===== src/rtl/alib_circular_fifo.sv =====
// Single-clock circular-buffer FIFO with registered read data (no fall-through).
// Wrapping read/write pointers over a DEPTH-entry array; occupancy counter drives full/empty.
module alib_circular_fifo #(
  parameter int DEPTH = 16,
  parameter int WIDTH = 8
) (
  input  logic             clk,
  input  logic             rst,
  input  logic [WIDTH-1:0] data_in,
  input  logic             wr_en,
  input  logic             rd_en,
  output logic [WIDTH-1:0] data_out,
  output logic             full,
  output logic             empty
);

  localparam int PW = (DEPTH > 1) ? $clog2(DEPTH) : 1;
  localparam int CW = $clog2(DEPTH + 1);

  logic [WIDTH-1:0] mem [DEPTH];
  logic [PW-1:0]    wr_ptr;
  logic [PW-1:0]    rd_ptr;
  logic [CW-1:0]    count;
  logic             wr_acc;
  logic             rd_acc;

  // Handshake: a request is taken on the rising edge only when accepted. A read
  // needs a stored word; a write needs a free slot, or a slot freed by a read
  // accepted in the same cycle. Read data appears on data_out after that edge.
  assign full   = (count == CW'(DEPTH));
  assign empty  = (count == '0);
  assign rd_acc = rd_en & ~empty;
  assign wr_acc = wr_en & (~full | rd_acc);

  // Storage is deliberately not reset; reads are gated so stale words never leak.
  always_ff @(posedge clk) begin
    if (!rst && wr_acc) begin
      mem[wr_ptr] <= data_in;
    end
  end

  always_ff @(posedge clk) begin
    if (rst) begin
      wr_ptr   <= '0;
      rd_ptr   <= '0;
      count    <= '0;
      data_out <= '0;
    end else begin
      if (wr_acc) begin
        wr_ptr <= (wr_ptr == PW'(DEPTH - 1)) ? '0 : wr_ptr + PW'(1);
      end
      if (rd_acc) begin
        data_out <= mem[rd_ptr];
        rd_ptr   <= (rd_ptr == PW'(DEPTH - 1)) ? '0 : rd_ptr + PW'(1);
      end
      case ({wr_acc, rd_acc})
        2'b10:   count <= count + CW'(1);
        2'b01:   count <= count - CW'(1);
        default: count <= count;
      endcase
    end
  end

endmodule


===== config.mk =====
export PLATFORM = sky130hd
export DESIGN_NAME = alib_circular_fifo
export DESIGN_NICKNAME = d
export VERILOG_FILES = /design/src/rtl/alib_circular_fifo.sv
export SDC_FILE = /design/constraint.sdc
export NUM_CORES = 1
export LEC_CHECK = 0
export CORE_MARGIN = 2
export CORE_UTILIZATION = 45
export CTS_CLUSTER_DIAMETER = 80
export DETAILED_ROUTE_END_ITERATION = 10
export PLACE_DENSITY = 0.61
export SYNTH_ARGS = -nofsm -noshare
export SYNTH_HDL_FRONTEND = slang
export SYNTH_SLANG_ARGS = --single-unit

===== constraint.sdc =====
create_clock -name clk -period 3.8 [get_ports clk]
set_input_delay 0.57 -clock clk [delete_from_list [all_inputs] [get_ports clk]]
set_output_delay 0.57 -clock clk [all_outputs]
set_load 0.05 [all_outputs]

==> results of run 1 <==
## per-stage QoR
step / std cells / power (µW) / area (µm²) / setup slack, ps
5_1_grt: 584 / 4678 / 7074 / 588.3
3_3_place_gp: 553 / 3042 / 6566 / 900.6
3_5_place_dp: 553 / 3064 / 6566 / 828.9
4_1_cts: 584 / 4533 / 7074 / 690.2
6_report: 584 / 4483 / 7074 / 729.7
2_1_floorplan: 355 / 2792 / 6082 / 1262
## power by group
part	switching, µW	internal, µW
Clock	584	882
Combinational	599	452
Sequential	106	1860
Total	1290	3190
## kinds of logic (layout without fill, tap and decap cells)
kind of cell	after synthesis	in the layout
adders and majority gates	9	9
AOI/OAI and AO/OA	48	48
and+or+nand+nor	76	76
muxes	48	48
xor gates and xnor gates	2	2
buffers and inverters	23	76
DFF	149	149
## worst min path at each step
stage	start	to	slack [ps]	cells past startpoint
2_1_floorplan	count[1]	count[1]	510	2
3_3_place_gp	data_out[1]	data_out[1]	480	2
3_5_place_dp	data_out[6]	data_out[6]	480	2
4_1_cts	data_out[6]	data_out[6]	500	2
5_1_grt	data_out[1]	data_out[1]	510	2
6_report	data_out[6]	data_out[6]	490	2
## registers in the layout (all words and copies together), names as in the netlist
signal / cells
count: 5
data_out: 8
mem: 128
rd_ptr: 4
wr_ptr: 4
## cell usage in the layout, fill, tap and decap left out, types with 8 or more instances in the layout
cell             netlist  final
ha_1                   8      8
a211oi_1              14     14
mux2i_1               15     15
clkbuf_16              0     17
nor2_1                29     29
edfxtp_1             128    128
dfxtp_1               21     21
mux4_2                28     28
buf_4                  3     20
nand2_1               15     15
a21oi_1                9      9
clkdlybuf4s50_1        0     21
## layout make-up
class | instances | area (µm²)
clock buffer | 23 | 447.9
clock inverter | 8 | 60.06
fill | 1073 | 6168
inverter | 4 | 15.01
multi-input combinational | 183 | 1707
sequential | 149 | 4264
tap | 176 | 220.2
timing repair buffer | 41 | 360.3
## critical path: stages (launching register included)
cell and delay (ps):
dfxtp_1 360, or4_1 750, nor2_1 160, clkdlybuf4s50_1 810
## per-layer routing
layer,up-vias,GRT usage [%],share of wire [%]
li1,1495,-,-
met1,1614,24.01,44
met2,67,29.65,50
met3,13,5.283,5.1
met4,0,5.160,1.4
met5,-,0,0
==> impl_metrics.tcl, run 1 <==
set metrics [dict create \
    num_rows 42 \
    cp.required_ps 3230 \
    ys_ff_latch 149 \
    synth_top_family_by_area "multiplexers" \
    wl_per_cell_um 20.78 \
    dr.first_iter.drc_count 303 \
    ys_async_sr_fraction_pct 0 \
    core-area_um2 13240 \
    synth_mux_area_share_pct 14.13 \
    grt-ovfl-total 0 \
    dr.pass1.iters 6 \
    crit_path_end "empty" \
    clk_pin_slew_worst_paths_ps 60 \
    synth_common_cells "128 x edfxtp_1, 29 x nor2_1, 28 x mux4_2, 21 x dfxtp_1" \
    reg2reg_depth 8 \
    wirelength_mm 12.13 \
    synthXorXnorAreaFrac_pct 0.2880 \
    r2r-end "count[4]" \
    yosys-top-cells-area "edfxtp_1 63%, mux4_2 10%, dfxtp_1 6.9%" \
    dpl.hpwl_mm 7.721 \
    postSynthCellCount 355 \
    relSlewSlack_pct 45.06 \
    r2r_slack_ps 820 \
    synthesis.nets 376 \
    yosys.area_share.simple_pct 5.945 \
    synth-compound-area-share_pct 5.719 \
    min_path_type "reg -> reg" \
    synthAdderAreaFrac_pct 1.975 \
    p_per_area_nw_per_um2 633.7 \
    insertion_delay_ps 420 \
    post_cts_resized 0 \
    vias 3189 \
    hold_viol 0 \
    skew_ps 9.545 \
    drc 0 \
    timing.final.crit_period_ps 3070 \
    yosysSeqAreaShare_pct 70.11 \
    leakage_uw 0.002283 \
    numCtsBuffers 17 \
    arrival_ps 2500 \
    drive_gt1_share_pct 18.87 \
    vias_per_cell 5.461 \
    vdd_drop_max_mv 0.3262 \
    whs_ps 489.6 \
    yosys_warnings 0 \
    antennaDiodeCount 0 \
    rsz0062_at_grt "false" \
    tightest_slew_ps 823.0 \
    fmax_mhz 325.7 \
    worstPathMaxFanout 7 \
    period_share_pct 80.80 \
    max_cap_violations 0 \
    grt_pass1_wl_mm 18.84 \
    ant_nets 0 \
    yosysMostFrequentCell "edfxtp_1" \
    initial_utilization_pct 45.93 \
    synth_edf_count 128 \
    h-tree-depth 4 \
    ys_types 45 \
    slew_violations 0 \
    avgSynthCellArea_um2 17.13 \
    start_kind "flip-flop" \
    grt_use_total_pct 18.19 \
    max-clock-path-buffers 2 \
    grt_pass1_vias 3232 \
    cts_tree "done" \
    status "complete, no violations" \
    die_w_um 120.3 \
    setup_tns_ps 0 \
    synth_area_um2 6082 \
    finalSetupViolations 0 \
    io_buffer_count 21 \
    io_pins 22 \
    synth_ff_type "edfxtp_1" \
    place.gp.congestion 0.7569 \
    criticalPathCategory "reg -> out" \
    cts_root_buf "clkbuf_16" \
    synth_top_cell_by_area "edfxtp_1" \
    end_kind "primary output" \
    startpoint "count[0]" \
    fin_nets 417 \
    final_util_pct 53.42 \
    cts.hold.buffers_added 0 \
    regToRegStartpoint "count[0]" \
    grt_max_degree 30 \
    die_area_um2 14460 \
    cts.sinks 149 \
    die_h_um 120.3 \
    antenna_found_initial 0 \
    synth_top_area_share_pct 63.20 \
    area_growth_pct 16.31 \
    post-cts-setup-buffers 0 \
]
Note: power is estimated with default switching activity, not from simulation.
==> run 2: changes to the inputs <==
==> constraint.sdc (replaced) <==
create_clock -name clk -period 2.95 [get_ports clk]
set_input_delay 0.4425 -clock clk [delete_from_list [all_inputs] [get_ports clk]]
set_output_delay 0.4425 -clock clk [all_outputs]
set_load 0.05 [all_outputs]
==> run 2 against run 1 <==
Effect of this change:
- sequential share of layout area is 0.49 points lower
- hold slack worse by 5.1 ps
- sequential cell count stayed put
- highest routed layer unchanged
==> impl_metrics.tcl, run 2 (synthesized netlist as in run 1, its figures left out) <==
set metrics [dict create \
    cp.required_ps 3240 \
    grt_pass1_wl_mm 19.45 \
    grt-ovfl-total 0 \
    largest_register_ffs 128 \
    fillers 1071 \
    layout_commonest_cell "edfxtp_1" \
    cts.hold.buffers_added 0 \
    core-area_um2 13240 \
    initial_utilization_pct 45.93 \
    place_ws_ps 253.8 \
    antenna_found_initial 0 \
    setup_tns_ps 0 \
    die_area_um2 14460 \
    whs_ps 484.5 \
    io_buffer_count 21 \
    dr.pass1.iters 4 \
    max-clock-path-buffers 2 \
    timing.final.crit_period_ps 2729 \
    tightest_slew_ps 748.9 \
    fin_ws_ps 220.8 \
    post-cts-setup-buffers 0 \
    wl_per_cell_um 20.85 \
    cts.sinks 149 \
    final_util_pct 53.85 \
    vias 3345 \
    reg_top3 "mem: 128 flops, data_out: 8 flops, count: 5 flops" \
    worstPathMaxFanout 7 \
    wirelength_mm 12.36 \
    end_kind "flip-flop" \
    grt_max_degree 29 \
    start_kind "flip-flop" \
    max_cap_violations 0 \
    period_share_pct 92.52 \
    drc 0 \
    die_h_um 120.3 \
    largest_register "mem" \
    dr.first_iter.drc_count 297 \
    slew_violations 0 \
    fin_nets 425 \
    finalSetupViolations 0 \
    dpl.hpwl_mm 8.003 \
    layout.cells.non_filler 593 \
    vias_per_cell 5.641 \
    numCtsBuffers 17 \
    relSlewSlack_pct 50.00 \
    skew_ps 6.786 \
    place.gp.congestion 0.8116 \
    arrival_ps 3020 \
    rsz0062_at_grt "false" \
    hold_viol 0 \
    leakage_uw 0.002321 \
    criticalPathCategory "reg -> reg" \
    fmax_mhz 366.4 \
    clk_pin_slew_worst_paths_ps 60 \
    grt_pass1_vias 3359 \
    antennaDiodeCount 0 \
    ant_nets 0 \
    insertion_delay_ps 420 \
    placed_cells 561 \
    drive_gt1_share_pct 21.82 \
    cts_tree "done" \
    layout_common_cells "128 x edfxtp_1, 29 x nor2_1, 28 x mux4_2, 28 x buf_4, 21 x dfxtp_1" \
    die_w_um 120.3 \
    num_rows 42 \
    cts_root_buf "clkbuf_16" \
    grt_use_total_pct 18.88 \
    area_growth_pct 17.26 \
    h-tree-depth 4 \
    min_path_type "reg -> reg" \
    status "complete, no violations" \
    io_pins 22 \
    vdd_drop_max_mv 0.3904 \
    p_per_area_nw_per_um2 806.9 \
]
-- run 2: changes by cell type in the layout (fill, tap and decap cells not counted), sizes merged --
cell	previous run	this run
clkdlybuf4s50	21	20
clkinv	7	10
buf	20	28
bufinv	1	0
clkbuf	23	19
clkinvlp	0	3
dlygate4sd2	0	1
-- run 2: area by class of cell --
cell class | count | area, µm² | share of cell area (%)
Clock buffer | 19 | 432.9 | 6.070
Clock inverter | 13 | 67.56 | 0.9474
Inverter | 4 | 15.01 | 0.2105
Multi-Input combinational cell | 183 | 1713 | 24.02
Sequential cell | 149 | 4264 | 59.79
Tap cell | 176 | 220.2 | 3.088
Timing Repair Buffer | 49 | 419.2 | 5.877
-- run 2: critical path: stages, from the launching register on --
cell	delay [ps]
dfxtp_1	370
or4_1	770
o21ai_4	230
nor2_1	120
fa_1	430
a21o_1	170
a21oi_1	280
or3_1	160
nand4_1	80
-- run 2: final timing paths --
kind | startpoint | endpoint | slack [ps] | cells after the start
max | count[0] | count[4] | 220 | 8
min | data_out[6] | data_out[6] | 480 | 2
max reg2reg | count[0] | count[4] | 220 | 8
min reg2reg | data_out[6] | data_out[6] | 480 | 2
-- run 2: per-layer routing --
metal,track usage (%),routed length (µm)
met3,4.717,429
met5,0,0
met4,6.831,180
met1,25.52,5558
met2,30.01,6196
-- run 2: what timing repair did --
item / CTS / global route
pin swaps: 0 / 0
endpoints found under the setup margin: 1 / 1
resized for setup: 1 / 1
-- run 2: power by group --
group | leakage, µW | switching, µW | internal [µW]
Clock | 0.000242 | 786 | 1050
Combinational | 0.000754 | 800 | 603
Sequential | 0.00132 | 124 | 2390
-- run 2: stage by stage --
step / total power, µW / area [µm²]
final: 5755 / 7132
after global routing: 6018 / 7132
after CTS: 5804 / 7126
after detailed placement: 3987 / 6626
after global placement: 3970 / 6626
after floorplan: 3597 / 6082
==> run 3: changes to the inputs <==
--- a/config.mk
+++ b/config.mk
@@ -5,11 +5,14 @@
 export SDC_FILE = /design/constraint.sdc
 export NUM_CORES = 1
 export LEC_CHECK = 0
+export ABC_AREA = 1
+export CELL_PAD_IN_SITES_DETAIL_PLACEMENT = 1
+export CELL_PAD_IN_SITES_GLOBAL_PLACEMENT = 1
 export CORE_MARGIN = 2
 export CORE_UTILIZATION = 45
 export CTS_CLUSTER_DIAMETER = 80
 export DETAILED_ROUTE_END_ITERATION = 10
-export PLACE_DENSITY = 0.61
+export PLACE_DENSITY = 0.73
 export SYNTH_ARGS = -nofsm -noshare
 export SYNTH_HDL_FRONTEND = slang
 export SYNTH_SLANG_ARGS = --single-unit
==> run 3 against run 2 <==
Effect of this change:
- combinational power barely moved
- register-to-register slack improved by 460 ps
- clock power rose by 19%
- wire length rose by 27%
- hold slack improved by 56 ps
- power rose by 5.3%
- via count rose by 27%
- sequential cell count did not move
- clock skew fell by 1.9 ps
==> impl_metrics.tcl, run 3 <==
set metrics [dict create \
    synth_top_area_share_pct 61.89 \
    ant_nets 0 \
    dr.first_iter.drc_count 306 \
    slew_violations 0 \
    place.gp.congestion 0.8074 \
    ys_ff_latch 149 \
    post-cts-setup-buffers 0 \
    grt_pass1_vias 4400 \
    max-clock-path-buffers 2 \
    cts_root_buf "clkbuf_16" \
    synth_common_cells "128 x edfxtp_1, 108 x nor2_1, 94 x nand2_1, 57 x nand3_1, 51 x o21ai_0" \
    setup_tns_ps 0 \
    r2r-end "mem[10][3]" \
    wirelength_mm 15.65 \
    layout.cells.non_filler 791 \
    yosys-top-cells-area "edfxtp_1 62%, dfxtp_1 6.8%, nor2_1 6.5%" \
    crit_family "buffers and inverters" \
    highest_layer "met4" \
    cts.sinks 149 \
    grt_use_total_pct 23.01 \
    post_cts_resized 0 \
    ys_async_sr_fraction_pct 0 \
    path_buf_inv 2 \
    fmax_mhz 410.6 \
    clk_pin_slew_worst_paths_ps 60 \
    slowest_stage "clkdlybuf4s50_1" \
    wl_met2_mm 7.700 \
    leakage_uw 0.002680 \
    placed_cell_area_um2 6650 \
    synth_ff_type "edfxtp_1" \
    yosysMostFrequentCell "edfxtp_1" \
    worstPathMaxFanout 4 \
    place_ws_ps 384.6 \
    drive_gt1_share_pct 9.919 \
    yosysSeqAreaShare_pct 68.65 \
    synth_area_um2 6211 \
    cp.required_ps 2510 \
    io_pins 22 \
    hold_viol 0 \
    dpl.hpwl_mm 10.21 \
    grt_pass1_wl_mm 24.64 \
    criticalPathCategory "reg -> out" \
    r2r_slack_ps 680 \
    min_delay_worst_endpoint "wr_ptr[0]" \
    dr_wl_met3_um 747 \
    final_area_um2 7252 \
    reg2reg_depth 8 \
    timing.final.crit_period_ps 2435 \
    fin_ws_ps 514.8 \
    grt_max_degree 68 \
    end_kind "primary output" \
    area_growth_pct 16.76 \
    placed_cells 759 \
    fin_nets 623 \
    synth_edf_count 128 \
    die_w_um 121.5 \
    cts_tree "done" \
    rsz0062_at_grt "false" \
    drc 0 \
    num_rows 42 \
    wl_per_cell_um 19.79 \
    drt-met1-wl_mm 6.924 \
    antennaDiodeCount 0 \
    period_share_pct 82.55 \
    grt-ovfl-total 0 \
    status "complete, no violations" \
    max_cap_violations 0 \
    numCtsBuffers 17 \
    layout_commonest_cell "edfxtp_1" \
    ys_types 26 \
    antenna_found_initial 0 \
    relSlewSlack_pct 47.63 \
    finalSetupViolations 0 \
    start_kind "flip-flop" \
    initial_utilization_pct 46.53 \
    min_path_type "reg -> reg" \
    insertion_delay_ps 420 \
    die_area_um2 14760 \
    avgSynthCellArea_um2 10.95 \
    whs_ps 540.7 \
    largest_register_ffs 128 \
    crit_chain "nor2_1 -> nand3_1 -> inv_1 -> clkdlybuf4s50_1" \
    h-tree-depth 4 \
    io_buffer_count 21 \
    core-area_um2 13350 \
    reg_top3 "mem: 128 flops, data_out: 8 flops, count: 5 flops" \
    vias_per_cell 5.372 \
    yosys_warnings 0 \
    critical_path.max_stage_delay_ps 800 \
    die_h_um 121.5 \
    skew_ps 4.879 \
    cts.hold.buffers_added 0 \
    largest_register "mem" \
    postSynthCellCount 567 \
    worstHoldStart "wr_ptr[0]" \
    vias 4249 \
    fillers 1434 \
    p_per_area_nw_per_um2 835.9 \
    min_path_cells 2 \
    dr.pass1.iters 4 \
    synthesis.nets 588 \
    regToRegStartpoint "count[0]" \
    tightest_slew_ps 783.1 \
    arrival_ps 1990 \
    synth_top_cell_by_area "edfxtp_1" \
    vdd_drop_max_mv 0.4724 \
    layout_common_cells "128 x edfxtp_1, 108 x nor2_1, 94 x nand2_1" \
]
-- run 3: changes by cell type in the layout (fill, tap and decap cells not counted), sizes merged, moves of 7 or more --
cell / change
mux2i: -17
a211oi: -14
a21oi: +14
o21ai: +63
mux4: -28
nand3: +57
nand2: +82
nor2: +80
nor2b: -7
inv: +17
-- run 3: worst max path at each step --
stage          cells past startpoint          to  slack [ps]  startpoint
2_1_floorplan                      8  mem[11][0]         890    count[0]
3_3_place_gp                       7  mem[10][1]         520       rd_en
3_5_place_dp                       7  mem[10][3]         380       rd_en
4_1_cts                            4        full         470    count[1]
5_1_grt                            4        full         440    count[1]
6_report                           4        full         510    count[1]
-- run 3: per-stage QoR --
| step | utilization (%) | power (µW) |
|---|---|---|
| after global routing | 54.33 | 6333 |
| after CTS | 54.33 | 6098 |
| after detailed placement | 49.82 | 3928 |
| after floorplan | - | 3475 |
| final | 54.33 | 6062 |
| after global placement | 49.82 | 3867 |
-- run 3: logic make-up (layout without fill, tap and decap cells) --
family,count (synthesis),after routing,synth area share [%]
AOI/OAI and AO/OA,89,89,7.232
xor gates and xnor gates,4,4,0.5640
adders and majority gates,9,9,1.934
buffers and inverters,51,99,4.009
DFF,149,149,68.65
and+or+nand+nor,265,265,17.61
-- run 3: metal layers --
| metal | up-vias | GRT usage [%] |
|---|---|---|
| met5 | - | 0 |
| met4 | 0 | 8.764 |
| met3 | 18 | 3.571 |
| met2 | 96 | 37.82 |
| met1 | 2109 | 30.92 |
| li1 | 2026 | - |
-- run 3: worst min-delay path: stages (launching register included) --
cell and delay, ps:
dfxtp_1 350, nand2_1 80, a21oi_1 60
-- run 3: cell type report --
cell class                 count  area (µm²)  share of cell area (%)
timing repair buffer          43       375.4                   5.176
tap                          176       220.2                   3.037
multi-input combinational    367        1698                   23.41
clock inverter                10       127.6                   1.760
sequential                   149        4265                   58.82
clock buffer                  22       474.2                   6.539
inverter                      24       91.34                   1.259
-- run 3: power by group --
group	total (µW)	internal (µW)	switching, µW
Clock	2180	1390	795
Combinational	1430	420	1010
Sequential	2450	2380	70.3
Total	6060	4190	1880
